$ cat config.mk
export PLATFORM = sky130hd
export DESIGN_NAME = writeback_pipe
export DESIGN_NICKNAME = d
export VERILOG_FILES = /design/src/rtl/y86_pkg.sv /design/src/rtl/sat_counter.sv /design/src/rtl/writeback_pipe.sv
export SDC_FILE = /design/constraint.sdc
export NUM_CORES = 1
export LEC_CHECK = 0
export ABC_AREA = 1
export CORE_MARGIN = 3
export CORE_UTILIZATION = 40
export CTS_BUF_LIST = sky130_fd_sc_hd__clkbuf_2
export DETAILED_ROUTE_END_ITERATION = 8
export HOLD_SLACK_MARGIN = 0.12
export PLACE_DENSITY_LB_ADDON = 0.3
export SKIP_CTS_REPAIR_TIMING = 1
export SYNTH_ARGS = -nofsm -noshare
export SYNTH_HDL_FRONTEND = slang
export SYNTH_SLANG_ARGS = --single-unit
$ cat constraint.sdc
create_clock -name clk -period 1.9 [get_ports clk]
set_input_delay 0.38 -clock clk [delete_from_list [all_inputs] [get_ports clk]]
set_output_delay 0.38 -clock clk [all_outputs]
set_load 0.03 [all_outputs]
$ cat src/rtl/y86_pkg.sv
// rtl/y86_pkg.sv - Y86-64 shared constants, status codes and W-stage record
package y86_pkg;

    localparam logic [3:0] IHALT   = 4'h0;
    localparam logic [3:0] INOP    = 4'h1;
    localparam logic [3:0] IRRMOVQ = 4'h2;
    localparam logic [3:0] IIRMOVQ = 4'h3;
    localparam logic [3:0] IRMMOVQ = 4'h4;
    localparam logic [3:0] IMRMOVQ = 4'h5;
    localparam logic [3:0] IOPQ    = 4'h6;
    localparam logic [3:0] IJXX    = 4'h7;
    localparam logic [3:0] ICALL   = 4'h8;
    localparam logic [3:0] IRET    = 4'h9;
    localparam logic [3:0] IPUSHQ  = 4'hA;
    localparam logic [3:0] IPOPQ   = 4'hB;

    localparam logic [3:0] RESP  = 4'h4;
    localparam logic [3:0] RNONE = 4'hF;

    localparam logic [2:0] SAOK = 3'd1;
    localparam logic [2:0] SADR = 3'd2;
    localparam logic [2:0] SINS = 3'd3;
    localparam logic [2:0] SHLT = 3'd4;

    typedef enum logic {
        RUN  = 1'b0,
        HALT = 1'b1
    } wbState_t;

    typedef struct packed {
        logic [2:0]  stat;
        logic [3:0]  icode;
        logic [63:0] valE;
        logic [63:0] valM;
        logic [3:0]  dstE;
        logic [3:0]  dstM;
        logic        valid;
    } wReg_t;

    localparam wReg_t W_BUBBLE = '{
        stat:  SAOK,
        icode: INOP,
        valE:  64'd0,
        valM:  64'd0,
        dstE:  RNONE,
        dstM:  RNONE,
        valid: 1'b0
    };

    function automatic logic isFault(input logic [2:0] stat);
        return (stat == SADR) || (stat == SINS) || (stat == SHLT);
    endfunction

endpackage

$ cat src/rtl/sat_counter.sv
// rtl/sat_counter.sv - Saturating up-counter with enable and synchronous reset
module sat_counter #(
    parameter int WIDTH = 64
) (
    input  logic             clk,
    input  logic             reset,
    input  logic             en,
    output logic [WIDTH-1:0] count
);

    localparam logic [WIDTH-1:0] ONE = {{(WIDTH-1){1'b0}}, 1'b1};

    always_ff @(posedge clk) begin
        if (reset) begin
            count <= '0;
        end else if (en && (count != '1)) begin
            count <= count + ONE;
        end
    end

endmodule

$ cat src/rtl/writeback_pipe.sv
// rtl/writeback_pipe.sv - W pipeline register, register-file enables, RUN/HALT status, retire count
module writeback_pipe
    import y86_pkg::*;
#(
    parameter int CNT_W = 64
) (
    input  logic             clk,
    input  logic             reset,
    input  logic [2:0]       m_stat,
    input  logic [3:0]       M_icode,
    input  logic [63:0]      M_valE,
    input  logic [63:0]      m_valM,
    input  logic [3:0]       M_dstE,
    input  logic [3:0]       M_dstM,
    input  logic             W_stall,
    input  logic             W_bubble,
    output logic [2:0]       W_stat,
    output logic [3:0]       W_icode,
    output logic [63:0]      W_valE,
    output logic [63:0]      W_valM,
    output logic [3:0]       W_dstE,
    output logic [3:0]       W_dstM,
    output logic             w_weE,
    output logic             w_weM,
    output logic [2:0]       prog_stat,
    output logic             halted,
    output logic [CNT_W-1:0] retired
);

    wReg_t    wReg;
    wReg_t    mReg;
    wbState_t state;
    wbState_t nextState;
    logic     running;
    logic     retireEn;
    logic     okValid;

    assign mReg = '{
        stat:  m_stat,
        icode: M_icode,
        valE:  M_valE,
        valM:  m_valM,
        dstE:  M_dstE,
        dstM:  M_dstM,
        valid: 1'b1
    };

    assign running = (state == RUN);
    assign okValid = running && wReg.valid && (wReg.stat == SAOK);

    // HALT freezes the register; stall beats bubble when both are raised
    always_ff @(posedge clk) begin
        if (reset) begin
            wReg <= W_BUBBLE;
        end else if (running && !W_stall) begin
            wReg <= W_bubble ? W_BUBBLE : mReg;
        end
    end

    always_ff @(posedge clk) begin
        if (reset) begin
            state <= RUN;
        end else begin
            state <= nextState;
        end
    end

    always_comb begin
        nextState = state;
        if (running && wReg.valid && isFault(wReg.stat)) begin
            nextState = HALT;
        end
    end

    always_ff @(posedge clk) begin
        if (reset) begin
            prog_stat <= SAOK;
        end else if (running && (nextState == HALT)) begin
            prog_stat <= wReg.stat;
        end
    end

    // A stalled instruction is counted once, on the edge it actually leaves W
    assign retireEn = okValid && !W_stall;

    sat_counter #(
        .WIDTH(CNT_W)
    ) retireCounter (
        .clk  (clk),
        .reset(reset),
        .en   (retireEn),
        .count(retired)
    );

    assign w_weE  = okValid && (wReg.dstE != RNONE);
    assign w_weM  = okValid && (wReg.dstM != RNONE);
    assign halted = (state == HALT);

    assign W_stat  = wReg.stat;
    assign W_icode = wReg.icode;
    assign W_valE  = wReg.valE;
    assign W_valM  = wReg.valM;
    assign W_dstE  = wReg.dstE;
    assign W_dstM  = wReg.dstM;

endmodule

## After elaboration in Yosys (flattened, before gate mapping)

Cells that the tools add are included.

| cells by class | value |
|---|---|
| add/sub/neg operators | 1 |
| equality and inequality tests | 7 |
| mux-type cells | 2 |
| bitwise logic cells | 1 |
| reduce and logical (&&, ||, !) cells | 12 |

Operators with widths:

| operator | count |
|---|---|
| two-way mux 144 bit | 1 |
| adder 64 x 1 -> 64 bit, second input constant | 1 |
| != test 64 bit, second input constant | 1 |
| logical AND 1 bit | 9 |
| != test 4 bit, second input constant | 2 |
| equality test 3 x 2 -> 1 bit, second input constant | 2 |
| equality test 3 x 1 -> 1 bit, second input constant | 1 |
| equality test 3 bit, second input constant | 1 |
| logical OR 1 bit | 2 |
| logical NOT 1 bit | 1 |
| two-way mux 1 bit | 1 |
| NOT 1 bit | 1 |

| storage, ports and cells | value |
|---|---|
| flip-flop bits (word level) | 212 |
| output and inout port bits | 213 |
| word-level logic and storage cells | 33 |

## Logic depth before layout (Yosys ltp)

| depth | value |
|---|---|
| depth after elaboration | 6 |
| depth in mapped cells | 12 |

## Cells and area by module

From an unflattened synthesis, not the netlist that was laid out.

| second synthesis, totals | value |
|---|---|
| cells, all modules | 1544 |
| area total of the unflattened synthesis | 10667.7 sq um |

By module, submodules not included:

| module | instances | cells an instance | area an instance (sq um) |
|---|---|---|---|
| writeback_pipe | 1 | 791 | 6199.7 |
| sat_counter | 1 | 753 | 4468.0 |

## Least setup slack after synthesis

Ideal clock, no wire load.

| path | value |
|---|---|
| kind | reg2reg |
| start | register retireCounter.count[0] |
| end | register retireCounter.count[34] |
| arrival | 1.812 ns |
| data required time | 1.784 ns |
| slack | -0.027 ns |
| stages on the path, launching flop included | 12 |
| path buffers | 1 |
| period minus slack after synthesis | 1.927 ns |
| path through | dfxtp_1 -> ha_1 -> inv_1 -> nor2_2 -> nand2_1 -> nor2_4 -> nand2_2 -> nor2_4 -> buf_6 -> nor2_1 -> a21oi_1 -> nor2_1 |

| on the way | value |
|---|---|
| word-level cells in the longest chain between the ends | 2 |
| elaborated cells on any way between the ends | 3 |

RTL lines:

| item | line | text |
|---|---|---|
| from (decl) | sat_counter.sv:8 | `output logic [WIDTH-1:0] count` |
| from (signal assigned) | sat_counter.sv:17 | `count <= count + ONE;` |
| branches (longest 2 deep; another with adder 64 x 1 -> 64 bit) | - |  |

Parallel ways; which one is timed is not known.
A chain may end at the register's enable or synchronous reset.

## Final worst setup path

| path | value |
|---|---|
| start | register wReg, in the netlist W_stat[0] |
| end | output w_weE |

| on the way | value |
|---|---|
| word-level cells in the longest chain between the ends | 3 |

RTL lines:

| item | line | text |
|---|---|---|
| from (decl) | writeback_pipe.sv:30 | `wReg_t wReg;` |
| from (signal assigned) | writeback_pipe.sv:56 | `wReg <= W_bubble ? W_BUBBLE : mReg;` |
| equality test 3 x 1 -> 1 bit | writeback_pipe.sv:49 | `assign okValid = running && wReg.valid && (wReg.stat == SAOK);` |
| logical AND 1 bit | writeback_pipe.sv:49 |  |
| logical AND 1 bit | writeback_pipe.sv:95 | `assign w_weE = okValid && (wReg.dstE != RNONE);` |
| to (decl) | writeback_pipe.sv:23 | `output logic w_weE,` |

Every way passes these cells.

==> results.tsv <==
stage	metric	value	unit
global_route	initial antenna violation count	4	
worst_setup_path	worst-path cell chain	inv_2 -> nor2_4 -> nand3_2 -> buf_6 -> a41oi_2 -> buf_6	
clocking	Clock Latency Late Sink	0.79	ns
drt	final WL	36.7	mm
global_route	first-pass GRT wire length	51.6	mm
drt	1st-iter DRT viols	759	
min_path	worst hold path class	input port to flop	
global_route	vias in the first global route	9738	
floorplan	Starting Density	0.411	
power_and_ir_drop	LEAKAGE	6.20	nW
placed_design	RePlAce Congestion	0.981	
sta	Rel. slew slack	0.628	
logic_synthesis	synth top area cells	dfxtp_1 (42%), nand2_1 (18%), buf_4 (11%)	
sta	Final period util	1.20	
logic_synthesis	Mapped Cells	1473	
clocking	clock root cell	clkbuf_2	
logic_synthesis	Synth async-reset ratio	0	
worst_setup_path	Worst path slowest cell	dfxtp_2	
logic_synthesis	most instantiated library cell after synthesis	nand2_1	
job	Max-Cap Viols	0	
power_and_ir_drop	Cell Pwr Density	613	nW/µm²
run_status	failing checks	negative setup slack	
final_layout	Layout area overhead	46.4	%
global_route	GRT Overall Usage	0.238	
clocking	CTS tree	built	
placed_design	Detail Placement HPWL	25.9	mm
floorplan	die width	165	µm
logic_synthesis	syn nets	1621	
worst_setup_path	WP data required	1.52	ns
worst_setup_path	CP Max Fanout	3	
sta	fmax	0.437	GHz
worst_setup_path	Worst path most repeated cell	buf_6	
power_and_ir_drop	Overall Power	0.00909	W
sta	Fin. Hold Viols	0	
placed_design	Place WS	-0.175	ns
drt	wire per inst	16.2	µm
sta	setup slack after layout	-0.389	ns
worst_setup_path	startpoint types	flop	
drt	Remaining DRCs	0	
worst_setup_path	Worst EP arrival	1.91	ns
final_layout	Nets	2054	
global_route	largest net degree at the start of global routing	116	
floorplan	Ports	360	
drt	DR vias	11000	
drt	DRT Pass-1 Iters	5	
drt	DR vias/cell	4.83	
worst_setup_path	CP endpoint kind	primary output	
final_layout	Final Util	0.602	
global_route	Overflow after GRT	0	
logic_synthesis	Synth top area share	0.419	
logic_synthesis	prevailing post-synth register cell	dfxtp_1	
worst_setup_path	crit-path max cell delay	0.36	ns
sta	Slew Viols, Final	0	
sta	Clock Skews	0.0292	ns
floorplan	row count	57	
logic_synthesis	commonest cells in the netlist	nand2_1 (475), dfxtp_1 (212), nor2_1 (195)	
placed_design	Placed Instances	2031	
sta	Slew @ Worst Pin	0.557	ns
floorplan	DIE AREA	27300	µm²
sta	min Tclk post-route	2.29	ns
floorplan	core footprint	24600	µm²
final_layout	fin cells	2269	
clocking	Max Root-Sink Buffers	3	
logic_synthesis	post-synth top area cell	dfxtp_1	
worst_setup_path	WS Path Type	flop to primary output	
floorplan	Chip Height	165	µm
logic_synthesis	#FFs+latches synth	212	
clocking	# clock sinks	212	
logic_synthesis	Seq/Total Area, Yosys	0.419	
final_layout	layout cells sized above 1	0.260	
clocking	CTS HTree Levels	2	
logic_synthesis	Mapped Area	10100	µm²
clocking	clock slew at reported path FFs	0.10	ns
drt	Routed Antenna Nets	0	
logic_synthesis	EDFF count, synth	0	
placed_design	port bufs	359	
logic_synthesis	Syn Area/Cell	6.87	µm²
power_and_ir_drop	worst vdd rail ir drop	0.349	mV
sta	RSZ-0062 raised after global routing	yes	
logic_synthesis	unique cell type count in the Yosys netlist	28	
run_status	status	finished with violations	
clocking	TritonCTS Buffers	56	
logic_synthesis	Synth warnings	0	
sta	setup violators final	2	
==> power breakdown <==
group	switching (W)	total, W	leakage (nW)	internal (W)
clock	0.00186	0.00301	0.362	0.00115
combinational	0.000740	0.00146	4.08	0.000718
sequential	0.0000701	0.00462	1.75	0.00455
total	0.00267	0.00909	6.20	0.00642
==> state kept, by name (all words and copies together), names as in the netlist <==
signal and cells:
halted 1, wReg 1, W_stat 3, prog_stat 3, W_valE 64, retireCounter.count 64
W_dstE 4, W_valM 64, W_dstM 4, W_icode 4
==> worst max-delay path, delay by kind of cell, from the launching register on <==
kind / cells / cell delay (ns)
AO/OA/AOI/OAI: 1 / 0.18
buffers and inverters: 3 / 0.37
flip-flops: 1 / 0.36
AND/OR/NAND/NOR: 2 / 0.21
==> layer usage <==
layer  part of all wire  track usage  up-vias
met5            0.00035            0        -
met4              0.029       0.0789        2
met3              0.078       0.0589       81
met2               0.50        0.417      421
met1               0.40        0.285     5002
li1                   -            -     5449
==> path summary, 6_finish.rpt <==
path,start,endpoint,slack (ns),cells past startpoint
max,W_stat[0],w_weE,-0.39,6
min,M_dstM[0],W_dstM[0],0.19,3
max reg2reg,retireCounter.count[50],retireCounter.count[4],0.07,10
min reg2reg,W_valM[33],W_valM[33],0.46,2
==> metrics by stage <==
stage	cell area [µm²]	hold slack [ns]	TNS, ns
floorplan	10100	0.445	0
global placement	13500	0.450	-4.28
detailed placement	13500	0.454	-6.96
CTS	14000	-0.176	-94.82
global route	14800	0.111	-1.47
finish	14800	0.187	-0.756
==> cells in the final DEF (no fill, tap or decap), types with 10 or more instances in the layout <==
cell / instances
buf_12: 13
buf_4: 73
a21oi_1: 189
dfxtp_1: 147
clkdlybuf4s50_1: 145
dlygate4sd3_1: 135
nor2_1: 178
o22ai_1: 10
buf_2: 21
inv_1: 46
buf_6: 17
nor2_2: 20
dfxtp_2: 56
nand3_1: 67
nand3b_1: 11
clkbuf_2: 224
nand2_1: 473
clkbuf_4: 31
nor2_4: 15
==> cell type report <==
| type | count | area (µm²) |
|---|---|---|
| fillers | 2293 | 9780 |
| flip-flops and latches | 212 | 4350 |
| clock buffers | 84 | 420 |
| diodes | 4 | 10.0 |
| multi-input cells | 1004 | 4490 |
| clock inverters | 9 | 37.5 |
| well taps | 324 | 405 |
| repair buffers | 581 | 4920 |
| inverters | 51 | 194 |
==> cells by family after synthesis <==
logic type / after synthesis / synth area share
AND/OR/NAND/NOR: 791 / 0.319
buffers and inverters: 258 / 0.153
flip-flops: 212 / 0.419
AO/OA/AOI/OAI: 209 / 0.105
XOR/XNOR: 2 / 0.00173
adder cells (fa/ha/maj): 1 / 0.00124
Power figures use the tool's default switching activity.
